## src/rtl/axis_if.sv

```systemverilog
// AXI-Stream point-to-point bundle (tdata/tvalid/tready).
//   m_axis : producer side  (drives tdata, tvalid; observes tready)
//   s_axis : consumer side  (observes tdata, tvalid; drives tready)
interface axis_if #(
  parameter int WIDTH = 8
) ();
  logic [WIDTH-1:0] tdata;
  logic             tvalid;
  logic             tready;

  modport m_axis (output tdata, output tvalid, input tready);
  modport s_axis (input tdata, input tvalid, output tready);
endinterface

```

## src/rtl/axis_uart_rx.sv

```systemverilog
// UART receiver that packs DATA_BYTE consecutive frames into one AXI-Stream word.
// Frame: start, DATA_BITS data (LSB first), one parity bit, STOP_BITS stop bits.
// The first frame of a word lands in its most-significant byte.
// Ports:
//   aclk        clock
//   aresetn     synchronous active-low reset
//   uart_rx     serial line, idle high, asynchronous to aclk
//   rx_done     one-cycle pulse when a good word is loaded into the output register
//   parity_err  one-cycle pulse on a parity mismatch
//   frame_err   one-cycle pulse on a low stop bit or a false start
//   overrun     one-cycle pulse when a good word completes while the held word is unaccepted
//   m_axis      AXI-Stream master (tdata/tvalid/tready)
module axis_uart_rx #(
  parameter int AXI_DATA_WIDTH = 8,
  parameter int CLOCK          = 100_000_000,
  parameter int BAUD_RATE      = 115_200,
  parameter int DATA_BITS      = 8,
  parameter int STOP_BITS      = 1,
  parameter int PARITY_BITS    = 0
) (
  input  logic   aclk,
  input  logic   aresetn,
  input  logic   uart_rx,
  output logic   rx_done,
  output logic   parity_err,
  output logic   frame_err,
  output logic   overrun,
  axis_if.m_axis m_axis
);

  localparam int COUNT_SPEED = CLOCK / BAUD_RATE;
  localparam int DATA_BYTE   = AXI_DATA_WIDTH / DATA_BITS;
  localparam int MAX_BITS    = (DATA_BITS > STOP_BITS) ? DATA_BITS : STOP_BITS;
  localparam int BAUD_W      = $clog2(COUNT_SPEED);
  localparam int BIT_W       = (MAX_BITS > 1) ? $clog2(MAX_BITS) : 1;
  localparam int BYTE_W      = (DATA_BYTE > 1) ? $clog2(DATA_BYTE) : 1;
  localparam int IDX_W       = (AXI_DATA_WIDTH > 1) ? $clog2(AXI_DATA_WIDTH) : 1;

  // The start bit is checked half a bit after its falling edge; from then on
  // the counter restarts and every later bit is taken one full bit period
  // later, which keeps each sample near the middle of its bit.
  localparam logic [BAUD_W-1:0] HALF_BIT  = BAUD_W'(COUNT_SPEED / 2 - 1);
  localparam logic [BAUD_W-1:0] FULL_BIT  = BAUD_W'(COUNT_SPEED - 1);
  localparam logic [BIT_W-1:0]  LAST_DATA = BIT_W'(DATA_BITS - 1);
  localparam logic [BIT_W-1:0]  LAST_STOP = BIT_W'(STOP_BITS - 1);
  localparam logic [BYTE_W-1:0] LAST_BYTE = BYTE_W'(DATA_BYTE - 1);

  typedef enum logic [2:0] {
    ST_IDLE,
    ST_START,
    ST_DATA,
    ST_PARITY,
    ST_STOP,
    ST_COMMIT
  } state_t;

  // Expected parity bit for a received byte: even rule when PARITY_BITS is nonzero, odd otherwise.
  function automatic logic parity_of(input logic [DATA_BITS-1:0] d);
    logic p;
    if (PARITY_BITS != 0) begin
      p = ^d;
    end else begin
      p = ~(^d);
    end
    return p;
  endfunction

  // Synchroniser chain; rx_sync_r is the clean line, rx_prev_r delays it once for edge detection.
  logic rx_meta_r, rx_sync_r, rx_prev_r;

  state_t                    state_r, state_nxt_s;
  logic [BAUD_W-1:0]         count_baud_r, count_baud_nxt_s;
  logic [BIT_W-1:0]          count_bit_r, count_bit_nxt_s;
  logic [BYTE_W-1:0]         count_byte_r, count_byte_nxt_s;
  logic [AXI_DATA_WIDTH-1:0] shift_r, shift_nxt_s;
  logic [AXI_DATA_WIDTH-1:0] tdata_r, tdata_nxt_s;
  logic                      tvalid_r, tvalid_nxt_s;
  logic                      word_bad_r, word_bad_nxt_s;
  logic                      rx_done_r, rx_done_nxt_s;
  logic                      parity_err_r, parity_err_nxt_s;
  logic                      frame_err_r, frame_err_nxt_s;
  logic                      overrun_r, overrun_nxt_s;

  logic                      fall_s;
  logic                      at_full_s;
  logic [IDX_W-1:0]          byte_base_s;
  logic [IDX_W-1:0]          bit_idx_s;
  logic [DATA_BITS-1:0]      byte_s;

  assign fall_s    = rx_prev_r & ~rx_sync_r;
  assign at_full_s = (count_baud_r == FULL_BIT);

  // Byte b of the word occupies bits starting at (DATA_BYTE-1-b)*DATA_BITS.
  assign byte_base_s = IDX_W'((DATA_BYTE - 1 - int'(count_byte_r)) * DATA_BITS);
  assign bit_idx_s   = IDX_W'((DATA_BYTE - 1 - int'(count_byte_r)) * DATA_BITS + int'(count_bit_r));
  assign byte_s      = DATA_BITS'(shift_r >> byte_base_s);

  // Two-flop synchroniser plus one delay stage for falling-edge detection.
  always_ff @(posedge aclk) begin
    if (!aresetn) begin
      rx_meta_r <= 1'b1;
      rx_sync_r <= 1'b1;
      rx_prev_r <= 1'b1;
    end else begin
      rx_meta_r <= uart_rx;
      rx_sync_r <= rx_meta_r;
      rx_prev_r <= rx_sync_r;
    end
  end

  // Next-state, counter, datapath and pulse decode for the frame FSM.
  always_comb begin
    state_nxt_s      = state_r;
    count_baud_nxt_s = count_baud_r;
    count_bit_nxt_s  = count_bit_r;
    count_byte_nxt_s = count_byte_r;
    shift_nxt_s      = shift_r;
    word_bad_nxt_s   = word_bad_r;
    tdata_nxt_s      = tdata_r;
    // A completed handshake drops tvalid unless COMMIT reloads it below.
    tvalid_nxt_s     = tvalid_r & ~m_axis.tready;
    rx_done_nxt_s    = 1'b0;
    parity_err_nxt_s = 1'b0;
    frame_err_nxt_s  = 1'b0;
    overrun_nxt_s    = 1'b0;

    case (state_r)
      ST_IDLE: begin
        count_baud_nxt_s = {BAUD_W{1'b0}};
        if (fall_s) begin
          state_nxt_s = ST_START;
        end else begin
          state_nxt_s = ST_IDLE;
        end
      end

      ST_START: begin
        if (count_baud_r == HALF_BIT) begin
          count_baud_nxt_s = {BAUD_W{1'b0}};
          if (!rx_sync_r) begin
            state_nxt_s = ST_DATA;
          end else begin
            // Line went back high before mid-start: treat as a glitch.
            frame_err_nxt_s  = 1'b1;
            count_byte_nxt_s = {BYTE_W{1'b0}};
            state_nxt_s      = ST_IDLE;
          end
        end else begin
          count_baud_nxt_s = count_baud_r + BAUD_W'(1);
        end
      end

      ST_DATA: begin
        if (at_full_s) begin
          count_baud_nxt_s       = {BAUD_W{1'b0}};
          shift_nxt_s[bit_idx_s] = rx_sync_r;
          if (count_bit_r == LAST_DATA) begin
            count_bit_nxt_s = {BIT_W{1'b0}};
            state_nxt_s     = ST_PARITY;
          end else begin
            count_bit_nxt_s = count_bit_r + BIT_W'(1);
          end
        end else begin
          count_baud_nxt_s = count_baud_r + BAUD_W'(1);
        end
      end

      ST_PARITY: begin
        if (at_full_s) begin
          count_baud_nxt_s = {BAUD_W{1'b0}};
          state_nxt_s      = ST_STOP;
          if (rx_sync_r != parity_of(byte_s)) begin
            parity_err_nxt_s = 1'b1;
            word_bad_nxt_s   = 1'b1;
          end else begin
            word_bad_nxt_s   = word_bad_r;
          end
        end else begin
          count_baud_nxt_s = count_baud_r + BAUD_W'(1);
        end
      end

      ST_STOP: begin
        if (at_full_s) begin
          count_baud_nxt_s = {BAUD_W{1'b0}};
          if (!rx_sync_r) begin
            frame_err_nxt_s = 1'b1;
            word_bad_nxt_s  = 1'b1;
          end else begin
            word_bad_nxt_s  = word_bad_r;
          end
          if (count_bit_r == LAST_STOP) begin
            count_bit_nxt_s = {BIT_W{1'b0}};
            if (count_byte_r == LAST_BYTE) begin
              state_nxt_s = ST_COMMIT;
            end else begin
              // More frames belong to this word; wait for the next start bit.
              count_byte_nxt_s = count_byte_r + BYTE_W'(1);
              state_nxt_s      = ST_IDLE;
            end
          end else begin
            count_bit_nxt_s = count_bit_r + BIT_W'(1);
          end
        end else begin
          count_baud_nxt_s = count_baud_r + BAUD_W'(1);
        end
      end

      ST_COMMIT: begin
        count_byte_nxt_s = {BYTE_W{1'b0}};
        word_bad_nxt_s   = 1'b0;
        state_nxt_s      = ST_IDLE;
        if (!word_bad_r) begin
          // The output register is free if empty or being accepted this very cycle.
          if (!tvalid_r || m_axis.tready) begin
            tdata_nxt_s   = shift_r;
            tvalid_nxt_s  = 1'b1;
            rx_done_nxt_s = 1'b1;
          end else begin
            overrun_nxt_s = 1'b1;
          end
        end else begin
          overrun_nxt_s = 1'b0;
        end
      end

      default: begin
        state_nxt_s = ST_IDLE;
      end
    endcase
  end

  // State, counters, word assembly and registered outputs.
  always_ff @(posedge aclk) begin
    if (!aresetn) begin
      state_r      <= ST_IDLE;
      count_baud_r <= {BAUD_W{1'b0}};
      count_bit_r  <= {BIT_W{1'b0}};
      count_byte_r <= {BYTE_W{1'b0}};
      shift_r      <= {AXI_DATA_WIDTH{1'b0}};
      tdata_r      <= {AXI_DATA_WIDTH{1'b0}};
      tvalid_r     <= 1'b0;
      word_bad_r   <= 1'b0;
      rx_done_r    <= 1'b0;
      parity_err_r <= 1'b0;
      frame_err_r  <= 1'b0;
      overrun_r    <= 1'b0;
    end else begin
      state_r      <= state_nxt_s;
      count_baud_r <= count_baud_nxt_s;
      count_bit_r  <= count_bit_nxt_s;
      count_byte_r <= count_byte_nxt_s;
      shift_r      <= shift_nxt_s;
      tdata_r      <= tdata_nxt_s;
      tvalid_r     <= tvalid_nxt_s;
      word_bad_r   <= word_bad_nxt_s;
      rx_done_r    <= rx_done_nxt_s;
      parity_err_r <= parity_err_nxt_s;
      frame_err_r  <= frame_err_nxt_s;
      overrun_r    <= overrun_nxt_s;
    end
  end

  assign m_axis.tdata  = tdata_r;
  assign m_axis.tvalid = tvalid_r;
  assign rx_done       = rx_done_r;
  assign parity_err    = parity_err_r;
  assign frame_err     = frame_err_r;
  assign overrun       = overrun_r;

endmodule

```

## src/flat_wrapper.sv

```systemverilog
// flat-port wrapper written by rule: the top's interface ports become plain ports
module axis_uart_rx_flat 
#(
  parameter int AXI_DATA_WIDTH = 8,
  parameter int CLOCK          = 100_000_000,
  parameter int BAUD_RATE      = 115_200,
  parameter int DATA_BITS      = 8,
  parameter int STOP_BITS      = 1,
  parameter int PARITY_BITS    = 0
)
  (aclk, aresetn, uart_rx, rx_done, parity_err, frame_err, overrun, m_axis_tdata, m_axis_tvalid, m_axis_tready);
  axis_if #(.WIDTH(8)) m_axis_i ();
  input  logic aclk;
  input  logic aresetn;
  input  logic uart_rx;
  output logic rx_done;
  output logic parity_err;
  output logic frame_err;
  output logic overrun;
  output wire logic [$bits(m_axis_i.tdata)-1:0] m_axis_tdata;
  output wire logic [$bits(m_axis_i.tvalid)-1:0] m_axis_tvalid;
  input wire logic [$bits(m_axis_i.tready)-1:0] m_axis_tready;
  assign m_axis_tdata = m_axis_i.tdata;
  assign m_axis_tvalid = m_axis_i.tvalid;
  assign m_axis_i.tready = m_axis_tready;
  axis_uart_rx #(.AXI_DATA_WIDTH(AXI_DATA_WIDTH), .CLOCK(CLOCK), .BAUD_RATE(BAUD_RATE), .DATA_BITS(DATA_BITS), .STOP_BITS(STOP_BITS), .PARITY_BITS(PARITY_BITS)) u_core (.aclk(aclk), .aresetn(aresetn), .uart_rx(uart_rx), .rx_done(rx_done), .parity_err(parity_err), .frame_err(frame_err), .overrun(overrun), .m_axis(m_axis_i));
endmodule
```

## config.mk

```make
export PLATFORM = sky130hd
export DESIGN_NAME = axis_uart_rx_flat
export DESIGN_NICKNAME = d
export VERILOG_FILES = /design/src/rtl/axis_if.sv /design/src/rtl/axis_uart_rx.sv /design/src/flat_wrapper.sv
export SDC_FILE = /design/constraint.sdc
export NUM_CORES = 1
export LEC_CHECK = 0
export ABC_CLOCK_PERIOD_IN_PS = 2850
export CORE_MARGIN = 2
export CORE_UTILIZATION = 30
export CTS_CLUSTER_DIAMETER = 40
export DETAILED_ROUTE_END_ITERATION = 7
export DONT_BUFFER_PORTS = 1
export PLACE_DENSITY_LB_ADDON = 0.25
export REMOVE_ABC_BUFFERS = 1
export SETUP_SLACK_MARGIN = 0.15
export SLEW_MARGIN = 10
export SYNTH_ARGS = -nofsm -noshare
export SYNTH_HDL_FRONTEND = slang
export SYNTH_SLANG_ARGS = --single-unit
```

## constraint.sdc

```tcl
create_clock -name aclk -period 2.85 [get_ports aclk]
set_input_delay 0.4275 -clock aclk [delete_from_list [all_inputs] [get_ports aclk]]
set_output_delay 0.4275 -clock aclk [all_outputs]
set_load 0.02 [all_outputs]
```

# Word level (Yosys, flattened, before mapping)
# Index checks and enable logic that the tools add are counted.
# totals
word_cells	111
output_inout_bits	13
inputBits	4
regBits	42
# op_classes
eq_ne	18
muxes	45
n_lt_le_gt_ge	2
reduce_logical	19
n_bitwise	8
addsub	4
# op_table
op	count
$mux 3	11
$pmux 10 s3	1
$mux 1	23
$mux 10	2
$ne 2x1->1 const B	8
$pmux 3 s5	1
$add 10x1->10 const B	1
$eq 10x10->1 const B	1
$eq 10x9->1 const B	1
$reduce_and 5->1	2
$eq 3x3->1 const B	3
$reduce_and 3->1	3
$reduce_bool 3->1	3
$bwmux 8	1
$reduce_xor 8->1	1
$eq 3x2->1 const B	2
$logic_not 3->1	2
$not 1->1	6
$pmux 1 s3	2
$pmux 3 s2	1
$reduce_and 6->1	1
$reduce_or 3->1	2
$lt 3x4->1 const B	1
$add 1x3->3 const A	1
15 further kinds	16

# Logic depth before layout (Yosys ltp)
# depth
ltp_word	8
depth_mapped	8
ltp_nobuf	7

# Worst setup path after synthesis
# Ideal clock, no wire load.
# synth_timing
path_type	reg2reg
start	register u_core.count_baud_r[0]
end	register u_core.shift_r[2]
n_path_buf	1
arrival_time_ps	1845
path_slack_ps	874
synth_period_minus_slack_ps	1976
path_stages_with_launch	8
required_ps	2719
setup_time_ps	131
path_cell_list	dfxtp_1 ha_1 and2_1 nand3_4 or4_1 buf_2 o311ai_1 o41ai_1
# synth_between
elab_chain_len	2
# synth_rtl
item	line	source
start: declaration	axis_uart_rx.sv:72	logic [BAUD_W-1:0] count_baud_r, count_baud_nxt_s;
start signal: assignment	axis_uart_rx.sv:237	count_baud_r <= {BAUD_W{1'b0}};
start signal: assignment	axis_uart_rx.sv:250	count_baud_r <= count_baud_nxt_s;
$eq 10x10->1	axis_uart_rx.sv:91	assign at_full_s = (count_baud_r == FULL_BIT);
$reduce_and 2->1 (no line)	-	
end signal: assignment	axis_uart_rx.sv:240	shift_r <= {AXI_DATA_WIDTH{1'b0}};
end signal: assignment	axis_uart_rx.sv:253	shift_r <= shift_nxt_s;
end: declaration	axis_uart_rx.sv:75	logic [AXI_DATA_WIDTH-1:0] shift_r, shift_nxt_s;
# Every way passes these cells.
# A chain may end at the register's enable or synchronous reset.

# Worst setup path after layout
# layout_timing
start	register u_core.count_baud_r[0]
end	register u_core.shift_r[4]
# Same word-level chain as after synthesis.

==> results.toml <==
[run_status]
outcome = "completed"

[final_layout]
fin_area_um2 = 2176
mostFrequentLayoutCells = "dfxtp_1, nor2_1, nand2_1"
diodes = 0
drive_gt1_frac = 0.09417
finish.utilization = 0.3257
fin_cells = 303
final_common_cell = "dfxtp_1"
syn2layout_area_growth_pct = 6.622
nets = 231

[timing]
hold_violations = 0
max_slew_margin = 0.5081
max_freq_ghz = 0.4479
finalCritPeriodShare = 0.7833
setup-tns-final_ns = 0
finalMaxSlewViolations = 0
skew_ns = 0.01314
finalSetupViolations = 0
period_needed_ns = 2.232
rsz0062_at_grt = "false"
worstMarginPinSlew_ns = 0.7311

[placed_design]
port-buffer-count = 0
dp.cells = 295
place_area_um2 = 2079
gp_congestion = 0.7457
dp_hpwl_um = 2907

[global_route]
grt_first_pass_wirelength_um = 7100
grt_max_degree = 23
grt_overflow = 0
grt_use_total = 0.1185
grt_pass1_vias = 1403
antenna_found_initial = 0

[yosys]
synth_edf_count = 0
synth_ff_type = "dfxtp_1"
syn_area_per_cell_um2 = 8.950
synth_top_area_cell = "dfxtp_1"
netlist_area_um2 = 2041
synth-seq-cells = 41
netlist_top_cells_area = "dfxtp_1, mux2i_1, nor2_1"
netlist_instances = 228
ys_seq_area_frac = 0.4022
synth_top_area_frac = 0.4022
async_flop_share = 0
synth_cell_type_count = 54
ys_warn_count = 0

[pwr]
ir_drop_mv = 0.1462
share_comb_of_total_power = 0.074
power.switching_mw = 0.2776
clkPwrFrac = 0.369
sw_frac_of_total = 0.2546
pwr-share-seq = 0.557
power.density_nw_per_um2 = 501.1
p_leak_nw = 0.8187
p_int_mw = 0.8127

[clock_network]
cts-root-buf = "clkbuf_8"
path_clk_slew_ns = 0.09
cts_tree = "built"
insertion_delay_ns = 0.30
cts-resized-gates = 0
cts_setup_buffers = 0
cts_hold_buf = 0
cts_buffer_depth = 2
htree_levels = 2
cts_buffers = 5
clkSinkCount = 41

[critical_path]
arrival_ns = 2.46
required_ns = 3.08
crit_type = "reg -> reg"
rrSetupSlack_ns = 0.62
crit_path_end_kind = "flop"
start_kind = "flop"
path_max_fanout = 7

[drt]
ant_nets = 0
finalWirelength_um = 4120
num_vias = 1539
via_per_inst = 5.079
post_drt_wl_per_cell_um = 13.60
dr.pass1.iters = 4
drc = 0
drtIter0Drc = 83

[floorplan]
core_um2 = 6681
die_h_um = 86.48
die_x_um = 86.48
fp-row-count = 30
die_area_um2 = 7478
io_pins = 17
start_util = 0.3054

[hold_path]
hold_class = "in -> reg"

[flow_run]
drv_cap = 0
[metal layers]
| layer | global-route usage | up-vias | routed length (um) |
|---|---|---|---|
| met3 | 0.03143 | 5 | 160 |
| met1 | 0.1722 | 714 | 2087 |
| li1 | - | 791 | - |
| met5 | 0 | - | 0 |
| met4 | 0.03835 | 0 | 51 |
| met2 | 0.1692 | 29 | 1821 |
[worst max-delay path: stages (launching register included)]
cell	delay (ns)
dfxtp_1	0.41
ha_1	0.26
and2_1	0.28
nand3_4	0.15
or4_1	0.63
nor3b_2	0.25
mux2i_1	0.20
[synthesized netlist by cell type (all sizes together), types with 2 or more instances]
master and n:
clkbuf 9, xor2 7, or3b 2, and3 5, inv 8, dfxtp 41
nor2b 3, mux2i 14, nor3b 4, a31oi 3, nand4 3, nor2 28
nand3 7, nand2 21, ha 5, xnor2 5, nand2b 7, o221ai 2
nor3 2, o211ai 2, buf 4, a211oi 2, nand3b 2, nor4 3
o21ai 6, or3 2, a21oi 9
[registers in the layout, summed over array words and instances (netlist names)]
| register | flops |
|---|---|
| u_core.count_baud_r | 10 |
| u_core.count_bit_r | 3 |
| u_core.frame_err | 1 |
| u_core.m_axis.tdata | 8 |
| u_core.m_axis.tvalid | 1 |
| u_core.overrun | 1 |
| u_core.parity_err | 1 |
| u_core.rx_done | 1 |
| u_core.rx_meta_r | 1 |
| u_core.rx_prev_r | 1 |
| u_core.rx_sync_r | 1 |
| u_core.shift_r | 8 |
| u_core.state_r | 3 |
| u_core.word_bad_r | 1 |
[worst paths after layout]
| kind | end | start | depth (start not counted) |
|---|---|---|---|
| max | u_core.shift_r[4] | u_core.count_baud_r[0] | 6 |
| min reg2reg | u_core.rx_sync_r | u_core.rx_meta_r | 1 |
| min | u_core.rx_prev_r | aresetn | 1 |
| max reg2reg | u_core.shift_r[4] | u_core.count_baud_r[0] | 6 |
[kinds of logic after synthesis]
family / Yosys count / share of synthesized area
simple gates: 96 / 0.2594
flops: 41 / 0.4022
compound gates: 37 / 0.1263
buf+inv: 21 / 0.04475
mux: 15 / 0.07419
xor+xnor: 13 / 0.06254
fa+ha+maj: 5 / 0.03066
[area by class of cell]
class | instances | area [um^2]
Multi-Input combinational cell | 166 | 1129
Tap cell | 80 | 100.1
Sequential cell | 41 | 820.8
Clock buffer | 6 | 82.58
Fill cell | 702 | 4506
Clock inverter | 2 | 13.76
Inverter | 8 | 30.03
[power by group through the flow]
stage | combinational (mW) | clock, mW | sequential [mW]
3_3_place_gp | 0.0816 | 0 | 0.620
2_1_floorplan | 0.0642 | 0 | 0.612
6_report | 0.0811 | 0.402 | 0.607
3_5_place_dp | 0.0808 | 0 | 0.620
5_1_grt | 0.0900 | 0.441 | 0.612
4_1_cts | 0.0812 | 0.418 | 0.606
[through the flow]
| stage | setup WS, ns | total power, mW | hold WS [ns] |
|---|---|---|---|
| finish | 0.6176 | 1.090 | 0.2047 |
| global placement | 0.6706 | 0.7013 | 0.3948 |
| global route | 0.4047 | 1.143 | 0.1942 |
| detailed placement | 0.6358 | 0.7008 | 0.3931 |
| CTS | 0.6073 | 1.106 | 0.1971 |
| floorplan | 0.8799 | 0.6766 | 0.3863 |
No activity file was read; power rests on OpenSTA's default activity.
